File: config.mk
export PLATFORM = sky130hd
export DESIGN_NAME = branch_predict_unit
export DESIGN_NICKNAME = d
export VERILOG_FILES = /design/src/rtl/mips_pkg.sv /design/src/rtl/branch_predict_unit_bht.sv /design/src/rtl/branch_predict_unit.sv
export SDC_FILE = /design/constraint.sdc
export NUM_CORES = 1
export LEC_CHECK = 0
export CAP_MARGIN = 20
export CORE_MARGIN = 2
export CORE_UTILIZATION = 53
export CTS_CLUSTER_DIAMETER = 40
export CTS_CLUSTER_SIZE = 8
export DETAILED_ROUTE_END_ITERATION = 6
export DONT_BUFFER_PORTS = 1
export PLACE_DENSITY = 0.71
export SYNTH_ARGS = -nofsm -noshare
export SYNTH_HDL_FRONTEND = slang
export SYNTH_HIERARCHICAL = 1
export SYNTH_SLANG_ARGS = --single-unit
File: constraint.sdc
create_clock -name clk -period 13 [get_ports clk]
set_clock_uncertainty 0.2 [all_clocks]
set_input_delay 1.3 -clock clk [delete_from_list [all_inputs] [get_ports clk]]
set_output_delay 1.3 -clock clk [all_outputs]
set_load 0.01 [all_outputs]
File: src/rtl/mips_pkg.sv
// Shared MIPS branch definitions: opcodes, 2-bit counter states and decode helpers
// used by the branch predictor and its history table.
package mips_pkg;

    localparam logic [5:0] OP_REGIMM = 6'b000001;
    localparam logic [5:0] OP_BEQ    = 6'b000100;
    localparam logic [5:0] OP_BNE    = 6'b000101;
    localparam logic [5:0] OP_BLEZ   = 6'b000110;
    localparam logic [5:0] OP_BGTZ   = 6'b000111;
    localparam logic [4:0] RT_BLTZ   = 5'b00000;
    localparam logic [4:0] RT_BGEZ   = 5'b00001;

    typedef enum logic [1:0] {
        SNT = 2'b00,
        WNT = 2'b01,
        WT  = 2'b10,
        ST  = 2'b11
    } ctr_t;

    function automatic logic is_cond_branch(input logic [5:0] op, input logic [4:0] rt);
        case (op)
            OP_BEQ, OP_BNE, OP_BLEZ, OP_BGTZ: return 1'b1;
            OP_REGIMM:                        return (rt == RT_BLTZ) || (rt == RT_BGEZ);
            default:                          return 1'b0;
        endcase
    endfunction

    // Word offset is sign-extended and scaled; overflow past 2^32 wraps silently.
    function automatic logic [31:0] branch_target(input logic [31:0] pcp4, input logic [15:0] imm);
        return pcp4 + {{14{imm[15]}}, imm, 2'b00};
    endfunction

endpackage

File: src/rtl/branch_predict_unit_bht.sv
// Branch history table: array of 2-bit saturating counters with one combinational
// read port (prediction bit) and one synchronous saturating-update write port.
module branch_predict_unit_bht
    import mips_pkg::*;
#(
    parameter int         DEPTH    = 64,
    parameter logic [1:0] CTR_INIT = 2'b01,
    localparam int        IDX_W    = $clog2(DEPTH)
) (
    input  logic             clk,
    input  logic             reset,
    input  logic [IDX_W-1:0] rd_idx,
    output logic             rd_pred,
    input  logic             wr_en,
    input  logic [IDX_W-1:0] wr_idx,
    input  logic             wr_taken
);

    ctr_t r_bht [DEPTH];
    ctr_t w_wr_cur;
    ctr_t w_wr_next;

    // Counter state register: reset wins over any concurrent write.
    always_ff @(posedge clk) begin
        if (reset) begin
            for (int i = 0; i < DEPTH; i++) begin
                r_bht[i] <= ctr_t'(CTR_INIT);
            end
        end else if (wr_en) begin
            r_bht[wr_idx] <= w_wr_next;
        end
    end

    // Next state of the written entry: step towards the outcome, saturating at the ends.
    always_comb begin
        w_wr_cur  = r_bht[wr_idx];
        w_wr_next = w_wr_cur;
        case (w_wr_cur)
            SNT:     w_wr_next = wr_taken ? WNT : SNT;
            WNT:     w_wr_next = wr_taken ? WT  : SNT;
            WT:      w_wr_next = wr_taken ? ST  : WNT;
            ST:      w_wr_next = wr_taken ? ST  : WT;
            default: w_wr_next = ctr_t'(CTR_INIT);
        endcase
    end

    // Read port returns the pre-update value; no bypass from the write port.
    always_comb begin
        rd_pred = r_bht[rd_idx][1];
    end

endmodule

File: src/rtl/branch_predict_unit.sv
// Pipelined MIPS branch unit: predicts conditional branches in ID from the BHT and
// resolves them in EX, raising a redirect on mispredict and keeping statistics.
module branch_predict_unit
    import mips_pkg::*;
#(
    parameter int         BHT_DEPTH = 64,
    parameter logic [1:0] CTR_INIT  = 2'b01,
    parameter int         STAT_W    = 32
) (
    input  logic              clk,
    input  logic              reset,
    input  logic              id_valid,
    input  logic [5:0]        id_opCode,
    input  logic [4:0]        id_rt,
    input  logic [31:0]       id_PCp4,
    input  logic [15:0]       id_branchImm,
    output logic              pred_taken,
    output logic [31:0]       pred_addr,
    input  logic              ex_valid,
    input  logic [5:0]        ex_opCode,
    input  logic [4:0]        ex_rt,
    input  logic [31:0]       ex_PCp4,
    input  logic [15:0]       ex_branchImm,
    input  logic              ex_predTaken,
    input  logic              ALUz,
    input  logic              rsZero,
    input  logic              rsNeg,
    output logic              mispredict,
    output logic [31:0]       redirect_addr,
    output logic [STAT_W-1:0] branch_cnt,
    output logic [STAT_W-1:0] mispred_cnt
);

    localparam int IDX_W = $clog2(BHT_DEPTH);

    logic              w_id_is_br;
    logic              w_id_ctr_pred;
    logic [31:0]       w_id_target;
    logic              w_ex_is_br;
    logic              w_ex_taken;
    logic [31:0]       w_ex_target;
    logic [STAT_W-1:0] r_branch_cnt;
    logic [STAT_W-1:0] r_mispred_cnt;

    branch_predict_unit_bht #(
        .DEPTH    (BHT_DEPTH),
        .CTR_INIT (CTR_INIT)
    ) u_bht (
        .clk      (clk),
        .reset    (reset),
        .rd_idx   (id_PCp4[IDX_W+1:2]),
        .rd_pred  (w_id_ctr_pred),
        .wr_en    (w_ex_is_br),
        .wr_idx   (ex_PCp4[IDX_W+1:2]),
        .wr_taken (w_ex_taken)
    );

    // ID-stage prediction and next-PC selection.
    always_comb begin
        w_id_is_br  = id_valid & is_cond_branch(id_opCode, id_rt);
        w_id_target = branch_target(id_PCp4, id_branchImm);
        pred_taken  = w_id_is_br & w_id_ctr_pred;
        pred_addr   = pred_taken ? w_id_target : id_PCp4;
    end

    // EX-stage condition evaluation from the comparator flags.
    always_comb begin
        w_ex_is_br  = ex_valid & is_cond_branch(ex_opCode, ex_rt);
        w_ex_target = branch_target(ex_PCp4, ex_branchImm);
        case (ex_opCode)
            OP_BEQ:    w_ex_taken = ALUz;
            OP_BNE:    w_ex_taken = !ALUz;
            OP_BLEZ:   w_ex_taken = rsNeg | rsZero;
            OP_BGTZ:   w_ex_taken = !rsNeg & !rsZero;
            OP_REGIMM: w_ex_taken = (ex_rt == RT_BGEZ) ? !rsNeg : rsNeg;
            default:   w_ex_taken = 1'b0;
        endcase
    end

    // Resolution outputs; a pending reset suppresses the redirect.
    always_comb begin
        mispredict    = !reset & w_ex_is_br & (w_ex_taken ^ ex_predTaken);
        redirect_addr = (w_ex_is_br & w_ex_taken) ? w_ex_target : ex_PCp4;
    end

    // Statistic counters wrap naturally at all-ones.
    always_ff @(posedge clk) begin
        if (reset) begin
            r_branch_cnt  <= {STAT_W{1'b0}};
            r_mispred_cnt <= {STAT_W{1'b0}};
        end else if (w_ex_is_br) begin
            r_branch_cnt <= r_branch_cnt + {{(STAT_W-1){1'b0}}, 1'b1};
            if (mispredict) begin
                r_mispred_cnt <= r_mispred_cnt + {{(STAT_W-1){1'b0}}, 1'b1};
            end else begin
                r_mispred_cnt <= r_mispred_cnt;
            end
        end else begin
            r_branch_cnt  <= r_branch_cnt;
            r_mispred_cnt <= r_mispred_cnt;
        end
    end

    assign branch_cnt  = r_branch_cnt;
    assign mispred_cnt = r_mispred_cnt;

endmodule

==> metrics.yaml, run 1 <==
rsz0062_at_grt: "no"
slew_viol_final: 0
async_reset_ff_share_pct: 0
synth-edff-count: 128
multi_input_area_sq_um: 8230
setup_viol: 0
root_buffer: "clkbuf_16"
crit_path_start_kind: "input port"
place_area_sq_um: 14000
stdcell_count: 1830
crit_type: "input port to output port"
htreeDepth: 4
drt_first_pass_iters: 6
stdcell_area_sq_um: 14500
reg2reg_depth: 8
nNetsFinal: 1669
regToRegSetupSlack_ns: 9.28
syn_inst: 1565
die_h_um: 167
crit_path_start: "ex_PCp4[2]"
fin_ws_ns: 7.21
regToRegEndpoint: "u_bht/r_bht[48][0]"
grt-ovfl-total: 0
syn_to_final_growth_pct: 3.59
placed_cells: 1797
ctsHoldBuffers: 0
routedWlPerCell_um: 20.9
synth_nets: 1753
grt_use_total_pct: 26.7
synth_area_sq_um: 14000
seq_area_frac_synth_pct: 36.6
p_total_mw: 1.41
synth_cell_types: 90
io_buffers: 0
clockBufferDepth: 2
cts_buffers: 17
grt_pass1_wl_um: 59800
grt_max_degree: 91
yosys_warnings: 6
synthFlopType: "edfxtp_1"
status: "finished, final reports clean"
hpwlAfterDp_um: 26900
io_pins: 256
setup.worst_path.end_class: "output port"
cts_resized: 0
core_sq_um: 26000
syn-mean-instance-area_sq_um: 8.95
drtIter0Drc: 1290
fin_setup_tns_ns: 0
total_leakage_power_nw: 5.23
fmax_ghz: 0.173
n_fill_cell: 2278
worstMarginPinSlew_ns: 1.20
fin_crit_sh_pct: 44.5
route.detailed.drc: 0
die-width_um: 167
post_cts_buffers: 0
min_period_ns: 5.79
dr_total_vias: 11900
viasPerCell: 6.51
whs_path_depth: 2
utilization_pct: 55.8
finalHoldViolations: 0
hold-worst-slack_ns: 0.345
hp-start: "branch_cnt[26]"
grt_pass1_vias: 11100
routed_wirelength_um: 38300
post-place-ws_ns: 7.27
hold-path-endpoint: "branch_cnt[26]"
die-area_sq_um: 27700
rows: 59
clk_pin_slew_ns: 0.07
maxSlewHeadroom_pct: 19.5
drive_above_1_share_pct: 7.70
cts_tree: "done"
r2r_start: "u_bht/r_bht[54][1]"
power_density_nw_per_um2: 96.9
maxCapViolCount: 0
seq_area_sq_um: 5120
hold_class: "flop to flop"
start_util_pct: 53.9
synth_seq_cells: 192
ir_drop_v: 0.0000959
antenna_found_initial: 1
cp.required_ns: 11.50
gp_congestion: 0.936
ant_nets: 0
worst-path-max-fanout: 28
clk_latency_ns: 0.43
worstPathArrival_ns: 4.29
cts.sinks: 192
routing by layer:
metal,share of wire [%],vias to the layer above,track usage [%]
li1,-,5613,-
met3,9.0,85,6.06
met5,0,-,0
met2,48,542,45.1
met1,40,5675,33.6
met4,3.4,0,10.0
power breakdown:
group          switching, mW  internal [mW]
logic                  0.151         0.0991
clock network          0.235          0.260
registers            0.00474          0.656
cell usage after synthesis, types with 28 or more instances:
master / number / area [sq um]
edfxtp_1: 128 / 3840
mux2i_1: 34 / 340
ha_1: 60 / 751
clkbuf_1: 71 / 267
nor2_1: 131 / 492
mux4_2: 28 / 631
a21oi_1: 61 / 305
dfxtp_1: 64 / 1280
xor2_1: 43 / 377
nor3_1: 77 / 385
inv_1: 31 / 116
nand3_1: 78 / 390
nor2b_1: 31 / 194
nand2_1: 191 / 717
o21ai_0: 116 / 581
a21o_1: 31 / 233
cells by family (layout without fill, tap and decap cells):
kind of cell               Yosys count  after routing  synth area share, %
buffers and inverters              144             73                 4.76
adders and majority gates           64             64                 5.80
AOI/OAI and AO/OA                  350            350                 15.9
and+or+nand+nor                    649            649                 22.7
other                                0              1                    0
muxes                               95             95                 9.61
xor gates and xnor gates            71             71                 4.57
DFF                                192            192                 36.6
worst max path at each step:
stage,cells past startpoint,slack (ns),end
after floorplan,13,6.79,pred_addr[12]
after global placement,10,7.34,redirect_addr[28]
after detailed placement,11,7.27,pred_addr[30]
after CTS,10,7.28,redirect_addr[28]
after global routing,10,7.09,redirect_addr[28]
final,10,7.21,redirect_addr[28]
state kept, by name, summed over array words and instances, names as in the netlist:
| signal | cells |
|---|---|
| u_bht/r_bht | 128 |
| mispred_cnt | 32 |
| branch_cnt | 32 |
critical path, stage by stage:
cell,delay (ns)
ha_1,0.22
fa_1,0.41
a21oi_1,0.19
o21ai_1,0.14
a211oi_1,0.36
o21ba_2,0.23
a211oi_1,0.09
o31ai_1,0.59
a21boi_0,0.21
o31ai_1,0.56
layout by cell type (no fill, tap or decap), drive strengths merged, types with 34 or more instances in the layout:
master	synthesis	routed
nand2	192	192
nor2	132	132
edfxtp	128	128
o21ai	120	120
nand3	80	80
nor3	78	78
dfxtp	64	64
a21oi	62	62
ha	60	60
xor2	43	43
inv	32	41
mux2i	34	34
area by class of cell:
cell class | instances | area share, %
antenna | 1 | 0.0172
clock buffer | 19 | 3.13
clock inverter | 13 | 0.673
inverter | 33 | 0.862
multi-input combinational | 1229 | 56.7
sequential | 192 | 35.3
tap | 335 | 2.89
timing repair buffer | 8 | 0.414
Power figures use the tool's default switching activity.
==> run 2: changes to the inputs <==
clock period = 5.8 ns   (was 13 ns; I/O delays follow)
==> run 2 against run 1 <==
Worst hold slack worse by 0.30 ns. Worst setup slack worse by 6.0 ns. Utilization up 0.18 points. Count of clock-buffer cells in the layout unchanged. Wire length about the same. Final area up 0.33%. Via count down 0.69%. Combinational power up 130%. Critical endpoint is now pred_addr[30]. Largest power group unchanged.
==> metrics.yaml, run 2 (synthesis gave the netlist of run 1 again) <==
io_buffers: 0  # unchanged
routedWlPerCell_um: 20.9  # -0.17%
crit_top_cell: "mux4_2"
fin_ws_ns: 1.21  # -6.00 ns
cts.sinks: 192  # unchanged
start_util_pct: 53.9  # unchanged
crit_path_start_kind: "flop"
status: "finished, final reports clean"
ctsHoldBuffers: 1  # +1
min_period_ns: 4.59
post_cts_buffers: 0  # unchanged
cts_resized: 0  # unchanged
critical_path.top_delay_family: "multiplexers"
core_sq_um: 26000  # unchanged
seq_area_sq_um: 5120  # unchanged
hold-path-endpoint: "mispred_cnt[0]"
rows: 59  # unchanged
antenna_found_initial: 1  # unchanged
clk_pin_slew_ns: 0.07  # about the same
critPathSlowestCell: "or3_2"
grt-ovfl-total: 0  # unchanged
hold_class: "input port to flop"
drive_above_1_share_pct: 7.89  # +0.19 points
crit_type: "flop to output port"
cp_cell_sequence: "mux4_2 > mux4_2 > nor2b_1 > a211oi_1 > a21oi_1 > nand3_1 > or3_2 > inv_1 > a31oi_1 > nand3b_1"
setup_viol: 0  # unchanged
n_fill_cell: 2296  # +0.79%
regToRegEndpoint: "u_bht/r_bht[7][1]"
crit_cells: 10  # unchanged
slew_viol_final: 0  # unchanged
die_h_um: 167  # unchanged
clk_latency_ns: 0.44  # about the same
critPathBufInv: 1  # +1
reg2reg_depth: 8  # unchanged
power_density_nw_per_um2: 219  # +130%
clockBufferDepth: 2  # unchanged
rsz0062_at_grt: "no"
maxCapViolCount: 0  # unchanged
nNetsFinal: 1671  # +0.12%
drtIter0Drc: 1337  # +3.6%
hpwlAfterDp_um: 27200  # +0.83%
worstPathArrival_ns: 3.81  # -0.48 ns
die-area_sq_um: 27700  # unchanged
post-place-ws_ns: 1.53  # -5.74 ns
syn_to_final_growth_pct: 3.93
regToRegSetupSlack_ns: 2.18  # -7.10 ns
grt_max_degree: 69  # -24%
fmax_ghz: 0.218
hp-start: "reset"
fin_setup_tns_ns: 0  # unchanged
multi_input_area_sq_um: 8230  # unchanged
finalHoldViolations: 0  # unchanged
cp.required_ns: 5.02  # -6.48 ns
grt_pass1_wl_um: 59700  # -0.29%
cts_buffers: 17  # unchanged
route.detailed.drc: 0  # unchanged
ant_nets: 0  # unchanged
die-width_um: 167  # unchanged
drt_first_pass_iters: 5  # -1
htreeDepth: 4  # unchanged
setup.worst_path.end_class: "output port"
final_common_cell: "nand2_1"
worstMarginPinSlew_ns: 1.17  # -0.0363 ns
largest_reg_flops: 128  # unchanged
whs_path_depth: 1  # -1
worst-path-max-fanout: 46  # +64%
r2r_start: "u_bht/r_bht[54][1]"
fin_crit_sh_pct: 79.2
viasPerCell: 6.46  # -0.80%
routed_wirelength_um: 38300  # about the same
grt_pass1_vias: 11000  # -1.0%
total_leakage_power_nw: 5.25  # +0.50%
slowest_delay_ns: 0.58  # about the same
ir_drop_v: 0.000213  # +120%
top_register: "u_bht/r_bht"
cts_tree: "done"
grt_use_total_pct: 26.6  # -0.080 points
gp_congestion: 0.925  # -1.2%
root_buffer: "clkbuf_16"
io_pins: 256  # unchanged
maxSlewHeadroom_pct: 21.9  # +2.4 points
layout_common_cells: "nand2_1 (191), nor2_1 (131), edfxtp_1 (128), o21ai_0 (116), nand3_1 (78)"
dr_total_vias: 11800  # -0.69%
-- run 2: stage by stage --
stage | hold WS (ns) | std cells | util, % | power, mW | cell area (sq um)
floorplan | 0.296 | 1565 | - | 2.00 | 14000
global placement | 0.323 | 1798 | 53.7 | 2.05 | 14000
detailed placement | 0.337 | 1798 | 53.7 | 2.06 | 14000
CTS | 0.00352 | 1831 | 56.0 | 3.21 | 14600
global route | 0.0327 | 1832 | 56.0 | 3.33 | 14600
finish | 0.0470 | 1832 | 56.0 | 3.19 | 14600
-- run 2: metal layers --
metal | global-route usage [%] | wire (um) | up-vias
met5 | 0 | 0 | -
met4 | 7.08 | 853 | 0
met3 | 5.94 | 3440 | 66
met2 | 45.7 | 18800 | 559
met1 | 34.1 | 15200 | 5596
li1 | - | - | 5612
-- run 2: cell type report --
cell class	count	area share, %
Sequential cell	192	35.2
Clock inverter	13	0.739
Tap cell	335	2.88
Multi-Input combinational cell	1229	56.5
Timing Repair Buffer	10	0.602
Clock buffer	19	3.19
Inverter	33	0.859
Antenna cell	1	0.0172
-- run 2: worst max-delay path by stage --
| stage | startpoint | end | slack, ns |
|---|---|---|---|
| 6_report | u_bht/r_bht[7][1] | pred_addr[30] | 1.21 |
| 5_1_grt | u_bht/r_bht[7][1] | pred_addr[30] | 0.99 |
| 4_1_cts | u_bht/r_bht[7][1] | pred_addr[30] | 1.23 |
| 3_5_place_dp | id_PCp4[2] | pred_addr[30] | 1.53 |
| 3_3_place_gp | id_PCp4[2] | pred_addr[30] | 1.56 |
| 2_1_floorplan | id_PCp4[2] | pred_addr[12] | 1.03 |
-- run 2: power by group --
group          switching, mW  internal [mW]
clock                  0.547          0.601
combinational          0.342          0.224
sequential            0.0107           1.47
==> run 3: changes to the inputs <==
ABC_AREA = 1   (was default)
clock period = 4.7 ns   (was 5.8 ns; I/O delays follow)
==> run 3 against run 2 <==
Worst hold slack better by 0.11 ns. Via count grew 42%. Largest cell class unchanged. Wire length up 31%. Final area rose by 18%. Critical endpoint is now pred_addr[28]. Critical path type is now input port to output port.
==> metrics.yaml, run 3 <==
worstPathArrival_ns: 3.32  # -0.49 ns
syn-mean-instance-area_sq_um: 6.18  # -31%
power_density_nw_per_um2: 241  # +10%
finalHoldViolations: 0  # unchanged
min_period_ns: 3.99
antenna_found_initial: 0  # -1
place_area_sq_um: 16500  # +18%
crit_top_cell: "nand2_1"
fin_crit_sh_pct: 84.9
yosysMostFrequentCell: "nand2_1"
share_comb_of_total_power_pct: 20.6  # +2.9 points
p_switching_mw: 1.25  # +39%
start_util_pct: 53.7  # -0.19 points
critical_path.top_delay_family: "buffers and inverters"
synthTopCellsByArea: "edfxtp_1 (23%), nand2_1 (23%), nor2_1 (8.2%)"
num_antenna_cells: 0  # -1
fin_setup_tns_ns: 0  # unchanged
drt_first_pass_iters: 5  # unchanged
hold_class: "input port to flop"
synth-edff-count: 128  # unchanged
io_buffers: 0  # unchanged
power_frac_seq_pct: 44.6  # -1.7 points
io_pins: 256  # unchanged
worstMarginPinSlew_ns: 1.06  # -0.110 ns
yosys_warnings: 6  # unchanged
maxSlewHeadroom_pct: 29.3  # +7.4 points
status: "finished, final reports clean"
switching_share_pct: 30.3  # +2.2 points
post_cts_buffers: 0  # unchanged
die-area_sq_um: 32300  # +17%
grt_pass1_wl_um: 80000  # +34%
grt_max_degree: 80  # +16%
gp_congestion: 0.943  # +1.9%
ys_top_cells_by_count: "nand2_1 (1021), nor2_1 (356), inv_1 (280)"
multi_input_area_sq_um: 9700  # +18%
fmax_ghz: 0.251
synth_area_leader_cell: "edfxtp_1"
maxCapViolCount: 0  # unchanged
crit_path_start_kind: "input port"
synth_seq_cells: 192  # unchanged
final_common_cell: "nand2_1"
async_reset_ff_share_pct: 0  # unchanged
grt_use_total_pct: 30.1  # +3.4 points
slowest_delay_ns: 0.53  # -0.05 ns
cts_tree: "done"
synthFlopType: "edfxtp_1"
core_sq_um: 30500  # +17%
ctsHoldBuffers: 1  # unchanged
cp_cell_sequence: "inv_1 > buf_4 > nor2_1 > o211ai_1 > o211ai_1 > nand3_1 > nand3b_1 > nand2_1 > nand2_1 > nor4_1 > nand2_1 > inv_1 > nand3_1 > nand2_1"
critPathBufInv: 3  # +2
synth_cell_types: 45  # -50%
setup.worst_path.end_class: "output port"
synth_top_area_share_pct: 23.5  # -4.0 points
route.detailed.drc: 0  # unchanged
worst-path-max-fanout: 43  # -6.5%
clk_pin_slew_ns: 0.07  # about the same
root_buffer: "clkbuf_16"
intPower_mw: 2.88  # +26%
crit_type: "input port to output port"
layout_common_cells: "nand2_1 (1021), nor2_1 (356), inv_1 (279), nand3_1 (171), edfxtp_1 (128)"
synth_nets: 2839  # +62%
rows: 64  # +8.5%
grt-ovfl-total: 0  # unchanged
hold-worst-slack_ns: 0.155  # +0.108 ns
ir_drop_v: 0.000271  # +27%
total_leakage_power_nw: 7.43  # +41%
seq_area_sq_um: 5120  # unchanged
n_fill_cell: 3106  # +35%
cts_buffers: 17  # unchanged
rsz0062_at_grt: "no"
cts_resized: 0  # unchanged
critPathSlowestCell: "inv_1"
clockBufferDepth: 2  # unchanged
stdcell_count: 2996  # +64%
nNetsFinal: 2775  # +66%
drtIter0Drc: 1573  # +18%
synth_area_sq_um: 16400  # +17%
die-width_um: 180  # +8.0%
viasPerCell: 5.62  # -13%
stdcell_area_sq_um: 17100  # +18%
drive_above_1_share_pct: 2.58  # -5.3 points
grt_pass1_vias: 15900  # +45%
htreeDepth: 4  # unchanged
cts.sinks: 192  # unchanged
setup_viol: 0  # unchanged
ant_nets: 0  # unchanged
largest_reg_flops: 128  # unchanged
syn_inst: 2651  # +69%
seq_area_frac_synth_pct: 31.3  # -5.3 points
routed_wirelength_um: 49900  # +31%
hpwlAfterDp_um: 36200  # +33%
routedWlPerCell_um: 16.7  # -20%
clkPwrFrac_pct: 34.8  # -1.1 points
syn_to_final_growth_pct: 4.52
clk_latency_ns: 0.44  # about the same
dr_total_vias: 16800  # +42%
slew_viol_final: 0  # unchanged
cp.required_ns: 4.03  # -0.99 ns
top_register: "u_bht/r_bht"
die_h_um: 180  # +8.0%
placed_cells: 2962  # +65%
## run 3: final cells by class
| class | count | share of cell area (%) |
|---|---|---|
| clock buffer | 22 | 2.78 |
| clock inverter | 10 | 0.577 |
| inverter | 289 | 6.33 |
| multi-input combinational | 2073 | 56.6 |
| sequential | 192 | 29.9 |
| tap | 396 | 2.89 |
| timing repair buffer | 14 | 0.877 |
## run 3: power groups by stage
stage	Clock [mW]	Sequential, mW	Combinational, mW
finish	1.44	1.84	0.852
floorplan	0	1.87	0.681
detailed placement	0	1.88	0.827
global route	1.52	1.85	0.960
CTS	1.46	1.84	0.841
global placement	0	1.88	0.816
## run 3: metal layers
layer | GRT usage [%] | vias up | wire [um]
met5 | 0 | - | 0
met4 | 11.1 | 0 | 1500
met3 | 4.40 | 112 | 3890
met2 | 51.1 | 721 | 23700
met1 | 38.9 | 7649 | 20800
li1 | - | 8352 | -
## run 3: logic make-up after synthesis
group | share of synthesized area (%)
xor gates and xnor gates | 3.21
and+or+nand+nor | 42.6
DFF | 31.3
AOI/OAI and AO/OA | 8.48
adders and majority gates | 4.83
buffers and inverters | 9.57
## run 3: worst register-to-register path, cell delays in order, from the launching register on
cell and delay (ns):
edfxtp_1 0.40, or2_1 0.23, o211ai_1 0.08, nand2_1 0.07, o21ai_1 0.14, nand2_1 0.09
clkinv_1 0.06, nand2_1 0.09, o21ai_4 0.84, buf_4 0.47, nand3_1 0.14
## run 3: worst paths after layout
check                startpoint                 end  slack, ns  depth (start not counted)
max                  id_PCp4[2]       pred_addr[28]       0.71                         14
min                       reset      branch_cnt[11]       0.16                          2
max reg2reg  u_bht/r_bht[18][1]  u_bht/r_bht[25][0]       1.61                         10
min reg2reg      branch_cnt[30]      branch_cnt[30]       0.34                          2
## run 3: metrics by stage
step / setup WS (ns) / power, mW / util, %
finish: 0.709 / 4.14 / 56.1
global route: 0.486 / 4.33 / 56.1
CTS: 0.758 / 4.14 / 56.1
detailed placement: 0.767 / 2.71 / 54.1
global placement: 0.819 / 2.70 / 54.1
floorplan: 1.80 / 2.55 / -
